[src/rtl/uart_pkg.sv]
// Shared types for the parametrised UART core: parity modes, TX/RX FSM states
// and a frame-length helper.
package uart_pkg;

    typedef enum logic [1:0] {
        PAR_NONE = 2'd0,
        PAR_ODD  = 2'd1,
        PAR_EVEN = 2'd2
    } parity_e;

    typedef enum logic [2:0] {
        TX_IDLE,
        TX_START,
        TX_DATA,
        TX_PARITY,
        TX_STOP
    } tx_state_e;

    typedef enum logic [2:0] {
        RX_IDLE,
        RX_START,
        RX_DATA,
        RX_PARITY,
        RX_STOP
    } rx_state_e;

    // Serial bit times per frame: start + data + optional parity + stop
    function automatic int unsigned frame_bits(input int unsigned data_bits,
                                               input int unsigned parity,
                                               input int unsigned stop_bits);
        return 1 + data_bits + ((parity != 0) ? 1 : 0) + stop_bits;
    endfunction

endpackage

[src/rtl/uart_rx.sv]
// UART receiver: 2-flop synchroniser, mid-bit sampling FSM with start-glitch
// rejection, parity and framing error flags.
module uart_rx
    import uart_pkg::*;
#(
    parameter int unsigned CLKS_PER_BIT = 868,
    parameter int unsigned DATA_BITS    = 8,
    parameter int unsigned PARITY       = 0
) (
    input  logic       clk,
    input  logic       rst_n,
    input  logic       i_rx,
    output logic [7:0] o_data,
    output logic       o_done,
    output logic       o_parity_err,
    output logic       o_frame_err
);

    localparam logic [15:0] BAUD_MAX  = 16'(CLKS_PER_BIT - 1);
    localparam logic [15:0] HALF_MAX  = 16'(CLKS_PER_BIT / 2 - 1);
    localparam logic [2:0]  LAST_DATA = 3'(DATA_BITS - 1);
    localparam parity_e     PAR_MODE  = parity_e'(2'(PARITY));

    logic        r_sync1, r_sync2, r_sync_d;
    rx_state_e   r_state, w_state_nxt;
    logic [15:0] r_baud, w_baud_nxt;
    logic [2:0]  r_bit, w_bit_nxt;
    logic [7:0]  r_shift, w_shift_nxt;
    logic        r_par, w_par_nxt;
    logic [7:0]  r_data, w_data_nxt;
    logic        r_done, w_done_nxt;
    logic        r_perr, w_perr_nxt;
    logic        r_ferr, w_ferr_nxt;
    logic        w_fall, w_baud_last, w_par_exp;

    always_ff @(posedge clk or negedge rst_n) begin
        if (!rst_n) begin
            r_sync1  <= 1'b1;
            r_sync2  <= 1'b1;
            r_sync_d <= 1'b1;
        end else begin
            r_sync1  <= i_rx;
            r_sync2  <= r_sync1;
            r_sync_d <= r_sync2;
        end
    end

    // A held-low line after a break never shows a 1->0 edge until it goes high again
    assign w_fall      = r_sync_d & ~r_sync2;
    assign w_baud_last = (r_baud == BAUD_MAX);
    assign w_par_exp   = (^r_shift) ^ (PAR_MODE == PAR_ODD);

    always_ff @(posedge clk or negedge rst_n) begin
        if (!rst_n) begin
            r_state <= RX_IDLE;
            r_baud  <= '0;
            r_bit   <= '0;
            r_shift <= '0;
            r_par   <= 1'b0;
            r_data  <= '0;
            r_done  <= 1'b0;
            r_perr  <= 1'b0;
            r_ferr  <= 1'b0;
        end else begin
            r_state <= w_state_nxt;
            r_baud  <= w_baud_nxt;
            r_bit   <= w_bit_nxt;
            r_shift <= w_shift_nxt;
            r_par   <= w_par_nxt;
            r_data  <= w_data_nxt;
            r_done  <= w_done_nxt;
            r_perr  <= w_perr_nxt;
            r_ferr  <= w_ferr_nxt;
        end
    end

    always_comb begin
        w_state_nxt = r_state;
        w_baud_nxt  = r_baud;
        w_bit_nxt   = r_bit;
        w_shift_nxt = r_shift;
        w_par_nxt   = r_par;
        w_data_nxt  = r_data;
        w_done_nxt  = 1'b0;
        w_perr_nxt  = r_perr;
        w_ferr_nxt  = r_ferr;
        case (r_state)
            RX_IDLE: begin
                if (w_fall) begin
                    w_state_nxt = RX_START;
                    w_baud_nxt  = '0;
                end
            end
            RX_START: begin
                if (r_baud == HALF_MAX) begin
                    w_baud_nxt = '0;
                    if (!r_sync2) begin
                        w_state_nxt = RX_DATA;
                        w_bit_nxt   = '0;
                        w_shift_nxt = '0;
                    end else begin
                        w_state_nxt = RX_IDLE;
                    end
                end else begin
                    w_baud_nxt = r_baud + 16'd1;
                end
            end
            RX_DATA: begin
                if (w_baud_last) begin
                    w_baud_nxt         = '0;
                    w_shift_nxt[r_bit] = r_sync2;
                    if (r_bit == LAST_DATA) begin
                        w_bit_nxt   = '0;
                        w_state_nxt = (PAR_MODE != PAR_NONE) ? RX_PARITY : RX_STOP;
                    end else begin
                        w_bit_nxt = r_bit + 3'd1;
                    end
                end else begin
                    w_baud_nxt = r_baud + 16'd1;
                end
            end
            RX_PARITY: begin
                if (w_baud_last) begin
                    w_baud_nxt  = '0;
                    w_par_nxt   = r_sync2;
                    w_state_nxt = RX_STOP;
                end else begin
                    w_baud_nxt = r_baud + 16'd1;
                end
            end
            RX_STOP: begin
                // Rearm at mid-stop so a fast sender's next start edge is not missed
                if (w_baud_last) begin
                    w_baud_nxt  = '0;
                    w_state_nxt = RX_IDLE;
                    w_data_nxt  = r_shift;
                    w_done_nxt  = 1'b1;
                    w_perr_nxt  = (PAR_MODE != PAR_NONE) && (r_par != w_par_exp);
                    w_ferr_nxt  = ~r_sync2;
                end else begin
                    w_baud_nxt = r_baud + 16'd1;
                end
            end
            default: w_state_nxt = RX_IDLE;
        endcase
    end

    assign o_data       = r_data;
    assign o_done       = r_done;
    assign o_parity_err = r_perr;
    assign o_frame_err  = r_ferr;

endmodule

[src/rtl/uart_core_param.sv]
// Parametrised full-duplex UART: inline TX serialiser plus uart_rx.
// Define UART_LOOPBACK_EN to feed the internal tx into the receiver (rx pin ignored).
module uart_core_param
    import uart_pkg::*;
#(
    parameter int unsigned CLKS_PER_BIT = 868,
    parameter int unsigned DATA_BITS    = 8,
    parameter int unsigned PARITY       = 0,
    parameter int unsigned STOP_BITS    = 1
) (
    input  logic       clk,
    input  logic       rst_n,
    input  logic       tx_start,
    input  logic [7:0] tx_data,
    output logic       tx,
    output logic       tx_busy,
    input  logic       rx,
    output logic [7:0] rx_data,
    output logic       rx_done,
    output logic       rx_parity_err,
    output logic       rx_frame_err
);

    localparam logic [15:0] BAUD_MAX  = 16'(CLKS_PER_BIT - 1);
    localparam logic [2:0]  LAST_DATA = 3'(DATA_BITS - 1);
    localparam logic [2:0]  LAST_STOP = 3'(STOP_BITS - 1);
    localparam logic [7:0]  DATA_MASK = 8'((16'd1 << DATA_BITS) - 16'd1);
    localparam parity_e     PAR_MODE  = parity_e'(2'(PARITY));

    tx_state_e   r_tx_state, w_tx_state_nxt;
    logic [15:0] r_tx_baud, w_tx_baud_nxt;
    logic [2:0]  r_tx_bit, w_tx_bit_nxt;
    logic [7:0]  r_tx_shift, w_tx_shift_nxt;
    logic        r_tx_par, w_tx_par_nxt;
    logic        w_tx_baud_last, w_tx_par_calc, w_tx, w_rx_in;

    assign w_tx_baud_last = (r_tx_baud == BAUD_MAX);
    assign w_tx_par_calc  = (^(tx_data & DATA_MASK)) ^ (PAR_MODE == PAR_ODD);

    always_ff @(posedge clk or negedge rst_n) begin
        if (!rst_n) begin
            r_tx_state <= TX_IDLE;
            r_tx_baud  <= '0;
            r_tx_bit   <= '0;
            r_tx_shift <= '0;
            r_tx_par   <= 1'b0;
        end else begin
            r_tx_state <= w_tx_state_nxt;
            r_tx_baud  <= w_tx_baud_nxt;
            r_tx_bit   <= w_tx_bit_nxt;
            r_tx_shift <= w_tx_shift_nxt;
            r_tx_par   <= w_tx_par_nxt;
        end
    end

    always_comb begin
        w_tx_state_nxt = r_tx_state;
        w_tx_baud_nxt  = r_tx_baud;
        w_tx_bit_nxt   = r_tx_bit;
        w_tx_shift_nxt = r_tx_shift;
        w_tx_par_nxt   = r_tx_par;
        case (r_tx_state)
            TX_IDLE: begin
                if (tx_start) begin
                    w_tx_state_nxt = TX_START;
                    w_tx_baud_nxt  = '0;
                    w_tx_bit_nxt   = '0;
                    w_tx_shift_nxt = tx_data & DATA_MASK;
                    w_tx_par_nxt   = w_tx_par_calc;
                end
            end
            TX_START: begin
                if (w_tx_baud_last) begin
                    w_tx_baud_nxt  = '0;
                    w_tx_state_nxt = TX_DATA;
                end else begin
                    w_tx_baud_nxt = r_tx_baud + 16'd1;
                end
            end
            TX_DATA: begin
                if (w_tx_baud_last) begin
                    w_tx_baud_nxt  = '0;
                    w_tx_shift_nxt = r_tx_shift >> 1;
                    if (r_tx_bit == LAST_DATA) begin
                        w_tx_bit_nxt   = '0;
                        w_tx_state_nxt = (PAR_MODE != PAR_NONE) ? TX_PARITY : TX_STOP;
                    end else begin
                        w_tx_bit_nxt = r_tx_bit + 3'd1;
                    end
                end else begin
                    w_tx_baud_nxt = r_tx_baud + 16'd1;
                end
            end
            TX_PARITY: begin
                if (w_tx_baud_last) begin
                    w_tx_baud_nxt  = '0;
                    w_tx_bit_nxt   = '0;
                    w_tx_state_nxt = TX_STOP;
                end else begin
                    w_tx_baud_nxt = r_tx_baud + 16'd1;
                end
            end
            TX_STOP: begin
                if (w_tx_baud_last) begin
                    w_tx_baud_nxt = '0;
                    if (r_tx_bit == LAST_STOP) begin
                        w_tx_bit_nxt   = '0;
                        w_tx_state_nxt = TX_IDLE;
                    end else begin
                        w_tx_bit_nxt = r_tx_bit + 3'd1;
                    end
                end else begin
                    w_tx_baud_nxt = r_tx_baud + 16'd1;
                end
            end
            default: w_tx_state_nxt = TX_IDLE;
        endcase
    end

    // Line level decoded from state so reset forces the idle-high level at once
    always_comb begin
        case (r_tx_state)
            TX_START:  w_tx = 1'b0;
            TX_DATA:   w_tx = r_tx_shift[0];
            TX_PARITY: w_tx = r_tx_par;
            default:   w_tx = 1'b1;
        endcase
    end

    assign tx      = w_tx;
    assign tx_busy = (r_tx_state != TX_IDLE);

`ifdef UART_LOOPBACK_EN
    logic w_rx_unused;
    assign w_rx_unused = rx;
    assign w_rx_in     = w_tx;
`else
    assign w_rx_in = rx;
`endif

    uart_rx #(
        .CLKS_PER_BIT (CLKS_PER_BIT),
        .DATA_BITS    (DATA_BITS),
        .PARITY       (PARITY)
    ) u_rx (
        .clk          (clk),
        .rst_n        (rst_n),
        .i_rx         (w_rx_in),
        .o_data       (rx_data),
        .o_done       (rx_done),
        .o_parity_err (rx_parity_err),
        .o_frame_err  (rx_frame_err)
    );

endmodule

[config.mk]
export PLATFORM = sky130hd
export DESIGN_NAME = uart_core_param
export DESIGN_NICKNAME = d
export VERILOG_FILES = /design/src/rtl/uart_pkg.sv /design/src/rtl/uart_rx.sv /design/src/rtl/uart_core_param.sv
export SDC_FILE = /design/constraint.sdc
export NUM_CORES = 1
export LEC_CHECK = 0
export ABC_CLOCK_PERIOD_IN_PS = 3100
export CAP_MARGIN = 5
export CORE_MARGIN = 10
export CORE_UTILIZATION = 48
export DETAILED_ROUTE_END_ITERATION = 10
export HOLD_SLACK_MARGIN = 0.06
export PLACE_DENSITY = 0.67
export RECOVER_POWER = 50
export SYNTH_ARGS = -nofsm -noshare
export SYNTH_HDL_FRONTEND = slang
export SYNTH_SLANG_ARGS = --single-unit
[constraint.sdc]
create_clock -name clk -period 3.1 [get_ports clk]
set_input_delay 0.31 -clock clk [delete_from_list [all_inputs] [get_ports clk]]
set_output_delay 0.31 -clock clk [all_outputs]
set_load 0.01 [all_outputs]
==> results.sh, run 1 <==
export IMPL_rsz0062_at_grt="no"
export IMPL_syn_to_final_growth_pct=12.2
export IMPL_slew_violations=75
export IMPL_synth_area_top_cells="dfrtp_1 (44%), mux2_2 (7.2%), nor2_1 (3.8%), xnor2_1 (3.5%), xor2_1 (3.0%)"
export IMPL_slew_headroom_pct=-21.2
export IMPL_routabilityCongestion=0.838
export IMPL_fmax_ghz=0.379
export IMPL_cp_slowest_cell="dfrtp_1"
export IMPL_worstMarginPinSlew_ns=1.82
export IMPL_cp_required_ns=3.33
export IMPL_grt_util_all_layers_pct=13.2
export IMPL_synth_warnings=0
export IMPL_synthCells=397
export IMPL_cts_repair_resized=0
export IMPL_synth_area_um2=4050
export IMPL_crit_family="simple AND/OR/NAND/NOR gates"
export IMPL_critical_path_class="reg -> reg"
export IMPL_grt_max_degree=75
export IMPL_cts_max_path_buffers=2
export IMPL_nNetsFinal=433
export IMPL_antenna_found_initial=0
export IMPL_rr_worst_depth=7
export IMPL_syn_avg_cell_area_um2=10.2
export IMPL_critPathMaxStageDelay_ns=0.55
export IMPL_hold_viol=0
export IMPL_postCtsSetupBuffers=0
export IMPL_critPathMaxFanout=11
export IMPL_clk_latency_ns=0.35
export IMPL_port_buffers=23
export IMPL_synth_common_cells="dfrtp_1 (71), nor2_1 (41), mux2_2 (26)"
export IMPL_die_w_um=112
export IMPL_die_area_um2=12500
export IMPL_die_y_um=112
export IMPL_drive_above_1_share_pct=16.0
export IMPL_cts_tree="done"
export IMPL_r2r_slack_ns=0.46
export IMPL_p_leak_nw=1.97
export IMPL_cp_end_kind="register"
export IMPL_critPathBufInv=1
export IMPL_async_flop_share_pct=100
export IMPL_peakVddDrop_uv=280
export IMPL_cts_buffers=9
export IMPL_dr_pass1_iters=5
export IMPL_yosysMostFrequentCell="dfrtp_1"
export IMPL_drt_iter0_markers=114
export IMPL_hpwl_mm=5.55
export IMPL_cts_sinks=74
export IMPL_postRouteAntennaNets=0
export IMPL_grt_pass1_vias=3012
export IMPL_reg2reg_from="r_tx_baud[1]$_DFFE_PN0P_"
export IMPL_synth_edf_count=0
export IMPL_cts_htree_levels=3
export IMPL_period_share_pct=85.2
export IMPL_path_clk_slew_ns=0.08
export IMPL_syn_nets=417
export IMPL_drc=0
export IMPL_status="finished, violations left"
export IMPL_synth_top_cell_by_area="dfrtp_1"
export IMPL_start_kind="register"
export IMPL_reg2reg_to="r_tx_bit[1]$_DFFE_PN0P_"
export IMPL_worstHoldPathType="reg -> reg"
export IMPL_ys_seq_area_share_pct=45.8
export IMPL_cp_cell_sequence="ha_1 -> or3b_2 -> nor4_2 -> buf_4 -> nand3b_1 -> nand3_1 -> mux2_2"
export IMPL_fill_cells=715
export IMPL_wirelength_mm=8.06
export IMPL_tns_ns=0
export IMPL_vias=2982
export IMPL_startpoint="r_tx_baud[1]$_DFFE_PN0P_"
export IMPL_hold_depth=0
export IMPL_yosysTopAreaCellShare_pct=43.9
export IMPL_hold_path_end="u_rx.r_sync2$_DFF_PN1_"
export IMPL_hold_ws_ns=0.364
export IMPL_clock_skew_ns=0.00781
export IMPL_diodes=0
export IMPL_hold_buffers=0
export IMPL_hold_path_startpoint="u_rx.r_sync1$_DFF_PN1_"
export IMPL_grt_remaining_overflow=0
export IMPL_pin_count=25
export IMPL_synthFlopType="dfrtp_1"
export IMPL_grt_pass1_wl_mm=14.2
export IMPL_p_per_area_nw_per_um2=428
export IMPL_failed_checks="capacitance limit, slew limit"
export IMPL_worst_ep_arrival_time_ns=2.87
export IMPL_drv_cap=1
export IMPL_cts_root_buf="clkbuf_8"
export IMPL_wl_per_cell_um=15.4
export IMPL_setup_violations=0
export IMPL_vias_per_cell=5.70
export IMPL_synth_distinct_cells=57
export IMPL_initial_core_util_pct=49.3
export IMPL_ys_ff_latch=74
export IMPL_fp_row_count=33
export IMPL_fin_crit_ns=2.64
export IMPL_coreArea_um2=8220
layout by cell type, fill, tap and decap left out, types with 11 or more instances in the layout:
| cell | instances |
|---|---|
| o21ai_0 | 16 |
| nand2_1 | 24 |
| clkbuf_8 | 11 |
| xor2_1 | 14 |
| xnor2_1 | 16 |
| mux2_2 | 26 |
| nor2_1 | 41 |
| dfrtp_1 | 71 |
| clkdlybuf4s50_1 | 18 |
| nand4_1 | 16 |
| nand3_1 | 19 |
registers in the layout, indices dropped and copies added (netlist names), 3 cells and up:
register / cells
u_rx.r_state: 3
r_tx_state: 3
r_tx_bit: 3
r_tx_baud: 16
u_rx.r_bit: 3
u_rx.r_baud: 16
u_rx.r_shift: 8
u_rx.o_data: 8
r_tx_shift: 8
report_power, final:
part	total, mW	internal (mW)	switching (mW)
registers	1.01	0.988	0.0252
clock network	0.780	0.417	0.363
logic	0.151	0.0673	0.0836
total	1.94	1.47	0.472
stage by stage:
| stage | power (mW) | cells | setup WS [ns] | utilization [%] | area, um2 |
|---|---|---|---|---|---|
| 5_1_grt | 2.03 | 523 | 0.247 | 55.3 | 4550 |
| 2_1_floorplan | 1.12 | 397 | 0.858 | - | 4050 |
| 4_1_cts | 1.96 | 523 | 0.502 | 55.4 | 4550 |
| 3_5_place_dp | 1.19 | 507 | 0.522 | 52.9 | 4340 |
| 6_report | 1.94 | 523 | 0.459 | 55.3 | 4550 |
| 3_3_place_gp | 1.18 | 507 | 0.594 | 52.9 | 4340 |
area by class of cell:
type / count / area, um2 / share of cell area [%]
timing repair buffer: 27 / 255 / 5.62
inverter: 8 / 30.0 / 0.661
sequential: 74 / 1860 / 40.8
tap: 105 / 131 / 2.89
clock inverter: 4 / 48.8 / 1.07
clock buffer: 12 / 155 / 3.41
multi-input combinational: 293 / 2070 / 45.5
layer usage:
layer	global-route usage, %	wire length, um
met5	0	0
met4	3.60	63
met1	16.3	3680
met3	4.24	282
met2	21.8	4030
cells by family after synthesis:
family,Yosys count,synth area share (%)
XOR/XNOR,30,6.49
AO/OA/AOI/OAI,52,9.14
adder cells (fa/ha/maj),8,2.47
AND/OR/NAND/NOR,170,23.9
multiplexers,32,9.02
other,1,0.0926
flip-flops,74,45.8
buffers and inverters,30,3.09
worst max-delay path by stage:
stage,cells after the start,endpoint,slack (ns)
2_1_floorplan,7,r_tx_shift[0]$_DFFE_PN0P_,0.86
3_3_place_gp,6,r_tx_shift[3]$_DFFE_PN0P_,0.59
3_5_place_dp,7,r_tx_bit[1]$_DFFE_PN0P_,0.52
4_1_cts,7,r_tx_bit[1]$_DFFE_PN0P_,0.50
5_1_grt,7,r_tx_bit[1]$_DFFE_PN0P_,0.25
6_report,7,r_tx_bit[1]$_DFFE_PN0P_,0.46
worst register-to-register path, stage by stage, from the launching register on:
cell	delay, ns
dfrtp_1	0.55
ha_1	0.36
or3b_2	0.48
nor4_2	0.24
buf_4	0.23
nand3b_1	0.12
nand3_1	0.19
mux2_2	0.35
Power figures use the tool's default switching activity.
==> run 2, diff against run 1 <==
==> constraint.sdc (replaced) <==
create_clock -name clk -period 3.1 [get_ports clk]
set_input_delay 0.62 -clock clk [delete_from_list [all_inputs] [get_ports clk]]
set_output_delay 0.62 -clock clk [all_outputs]
set_load 0.05 [all_outputs]
==> results.sh, run 2 (synthesis gave the netlist of run 1 again) <==
export IMPL_status="finished, violations left"
export IMPL_failed_checks="capacitance limit, slew limit"
export IMPL_port_buffers=23
export IMPL_fill_cells=722
export IMPL_r2r_slack_ns=0.35
export IMPL_path_clk_slew_ns=0.08
export IMPL_clk_latency_ns=0.35
export IMPL_fp_row_count=33
export IMPL_met3_length_um=329
export IMPL_postCtsSetupBuffers=0
export IMPL_dr_max_layer_used="met4"
export IMPL_dr_pass1_iters=4
export IMPL_hold_path_startpoint="u_rx.r_sync1$_DFF_PN1_"
export IMPL_coreArea_um2=8220
export IMPL_period_share_pct=94.2
export IMPL_utilization_pct=55.7
export IMPL_wl_met1_mm=3.65
export IMPL_cts_tree="done"
export IMPL_wirelength_mm=7.91
export IMPL_setup_violations=0
export IMPL_hpwl_mm=5.45
export IMPL_grt_pass1_wl_mm=13.9
export IMPL_vias=2958
export IMPL_diodes=0
export IMPL_nNetsFinal=433
export IMPL_grt_pass1_vias=2980
export IMPL_routabilityCongestion=0.821
export IMPL_cp_cell_sequence="or2_2 -> nor2_1 -> inv_1 -> clkdlybuf4s50_1"
export IMPL_worst_ep_arrival_time_ns=2.30
export IMPL_die_w_um=112
export IMPL_cts_repair_resized=0
export IMPL_cts_root_buf="clkbuf_8"
export IMPL_tns_ns=0
export IMPL_rsz0062_at_grt="no"
export IMPL_critPathMaxStageDelay_ns=0.79
export IMPL_drc=0
export IMPL_slew_violations=75
export IMPL_slew_headroom_pct=-20.0
export IMPL_pin_count=25
export IMPL_fin_crit_ns=2.92
export IMPL_start_kind="register"
export IMPL_syn_to_final_growth_pct=12.9
export IMPL_hold_buffers=0
export IMPL_path_depth=4
export IMPL_grt_remaining_overflow=0
export IMPL_fmax_ghz=0.342
export IMPL_die_y_um=112
export IMPL_critPathMaxFanout=16
export IMPL_peakVddDrop_uv=329
export IMPL_most_common_layout_cells="dfrtp_1 (71), nor2_1 (41), mux2_2 (26)"
export IMPL_drive_above_1_share_pct=16.0
export IMPL_p_leak_nw=1.97
export IMPL_rr_worst_depth=6
export IMPL_layout_commonest_cell="dfrtp_1"
export IMPL_top_regs="r_tx_baud (16), u_rx.r_baud (16)"
export IMPL_p_per_area_nw_per_um2=447
export IMPL_die_area_um2=12500
export IMPL_cts_htree_levels=3
export IMPL_cp_end_kind="output port"
export IMPL_grt_max_degree=75
export IMPL_startpoint="r_tx_state[0]$_DFFE_PN0P_"
export IMPL_cts_sinks=74
export IMPL_cts_max_path_buffers=2
export IMPL_critPathBufInv=2
export IMPL_clock_skew_ns=0.0131
export IMPL_critical_path_class="reg -> out"
export IMPL_cp_slowest_cell="clkdlybuf4s50_1"
export IMPL_reg2reg_to="u_rx.r_baud[2]$_DFFE_PN0P_"
export IMPL_crit_family="buffers and inverters"
export IMPL_reg2reg_from="u_rx.r_baud[2]$_DFFE_PN0P_"
export IMPL_worstMarginPinSlew_ns=1.80
export IMPL_cts_buffers=9
export IMPL_initial_core_util_pct=49.3
export IMPL_setup_worst_path_end="tx_busy"
export IMPL_vias_per_cell=5.66
export IMPL_hold_viol=0
export IMPL_grt_util_all_layers_pct=13.0
export IMPL_postRouteAntennaNets=0
export IMPL_drv_cap=1
export IMPL_worstHoldPathType="reg -> reg"
export IMPL_drt_iter0_markers=136
export IMPL_antenna_found_initial=0
export IMPL_cp_required_ns=2.48
export IMPL_wl_per_cell_um=15.1
export IMPL_wl_met2_mm=3.83
==> run 2: cell count changes in the layout (fill, tap and decap cells not counted), sizes merged <==
cell / previous run / this run
clkdlybuf4s50: 18 / 20
dlygate4sd3: 4 / 2
bufinv: 1 / 2
clkinv: 2 / 1
clkinvlp: 0 / 1
inv: 9 / 8
==> run 2: cell type report <==
cell class	instances	area, um2	area share, %
clock inverter	4	72.6	1.59
inverter	8	30.0	0.657
clock buffer	12	165	3.61
tap	105	131	2.87
sequential	74	1860	40.6
timing repair buffer	27	255	5.58
multi-input combinational	293	2060	45.1
==> run 2: worst min path at each step <==
| stage | depth (start not counted) | end | slack, ns |
|---|---|---|---|
| 6_report | 0 | u_rx.r_sync2$_DFF_PN1_ | 0.37 |
| 5_1_grt | 0 | u_rx.r_sync2$_DFF_PN1_ | 0.37 |
| 4_1_cts | 0 | u_rx.r_sync2$_DFF_PN1_ | 0.36 |
| 3_5_place_dp | 0 | u_rx.r_sync2$_DFF_PN1_ | 0.35 |
| 3_3_place_gp | 0 | u_rx.r_sync2$_DFF_PN1_ | 0.35 |
| 2_1_floorplan | 0 | r_tx_baud[0]$_DFFE_PN0P_ | 0.32 |
==> run 2: metal layers <==
metal / track usage, % / up-vias
met2: 21.3 / 43
met1: 15.9 / 1441
met4: 4.28 / 0
li1: - / 1464
met3: 3.76 / 10
met5: 0 / -
==> run 2: metrics by stage <==
| step | setup slack (ns) | total power, mW | hold slack [ns] | instance area [um2] | cells |
|---|---|---|---|---|---|
| floorplan | 0.858 | 1.13 | 0.324 | 4050 | 397 |
| finish | 0.180 | 2.05 | 0.366 | 4570 | 523 |
| detailed placement | 0.459 | 1.19 | 0.350 | 4340 | 507 |
| global placement | 0.577 | 1.19 | 0.348 | 4340 | 507 |
| global route | 0.0595 | 2.14 | 0.371 | 4570 | 523 |
| CTS | 0.164 | 2.07 | 0.363 | 4580 | 523 |
==> run 2: power by group <==
group / leakage (nW) / total, mW / switching, mW / internal [mW]
combinational: 0.862 / 0.152 / 0.0853 / 0.0672
clock: 0.119 / 0.880 / 0.362 / 0.518
sequential: 0.992 / 1.01 / 0.0254 / 0.988
total: 1.97 / 2.05 / 0.473 / 1.57
==> run 2: worst reg2reg max path, stage by stage, from the launching register on <==
cell and delay [ns]:
dfrtp_1 0.45, or4_4 0.58, nor4_1 0.62, o22ai_1 0.26, nor3_2 0.43, buf_4 0.24
nor3_1 0.06
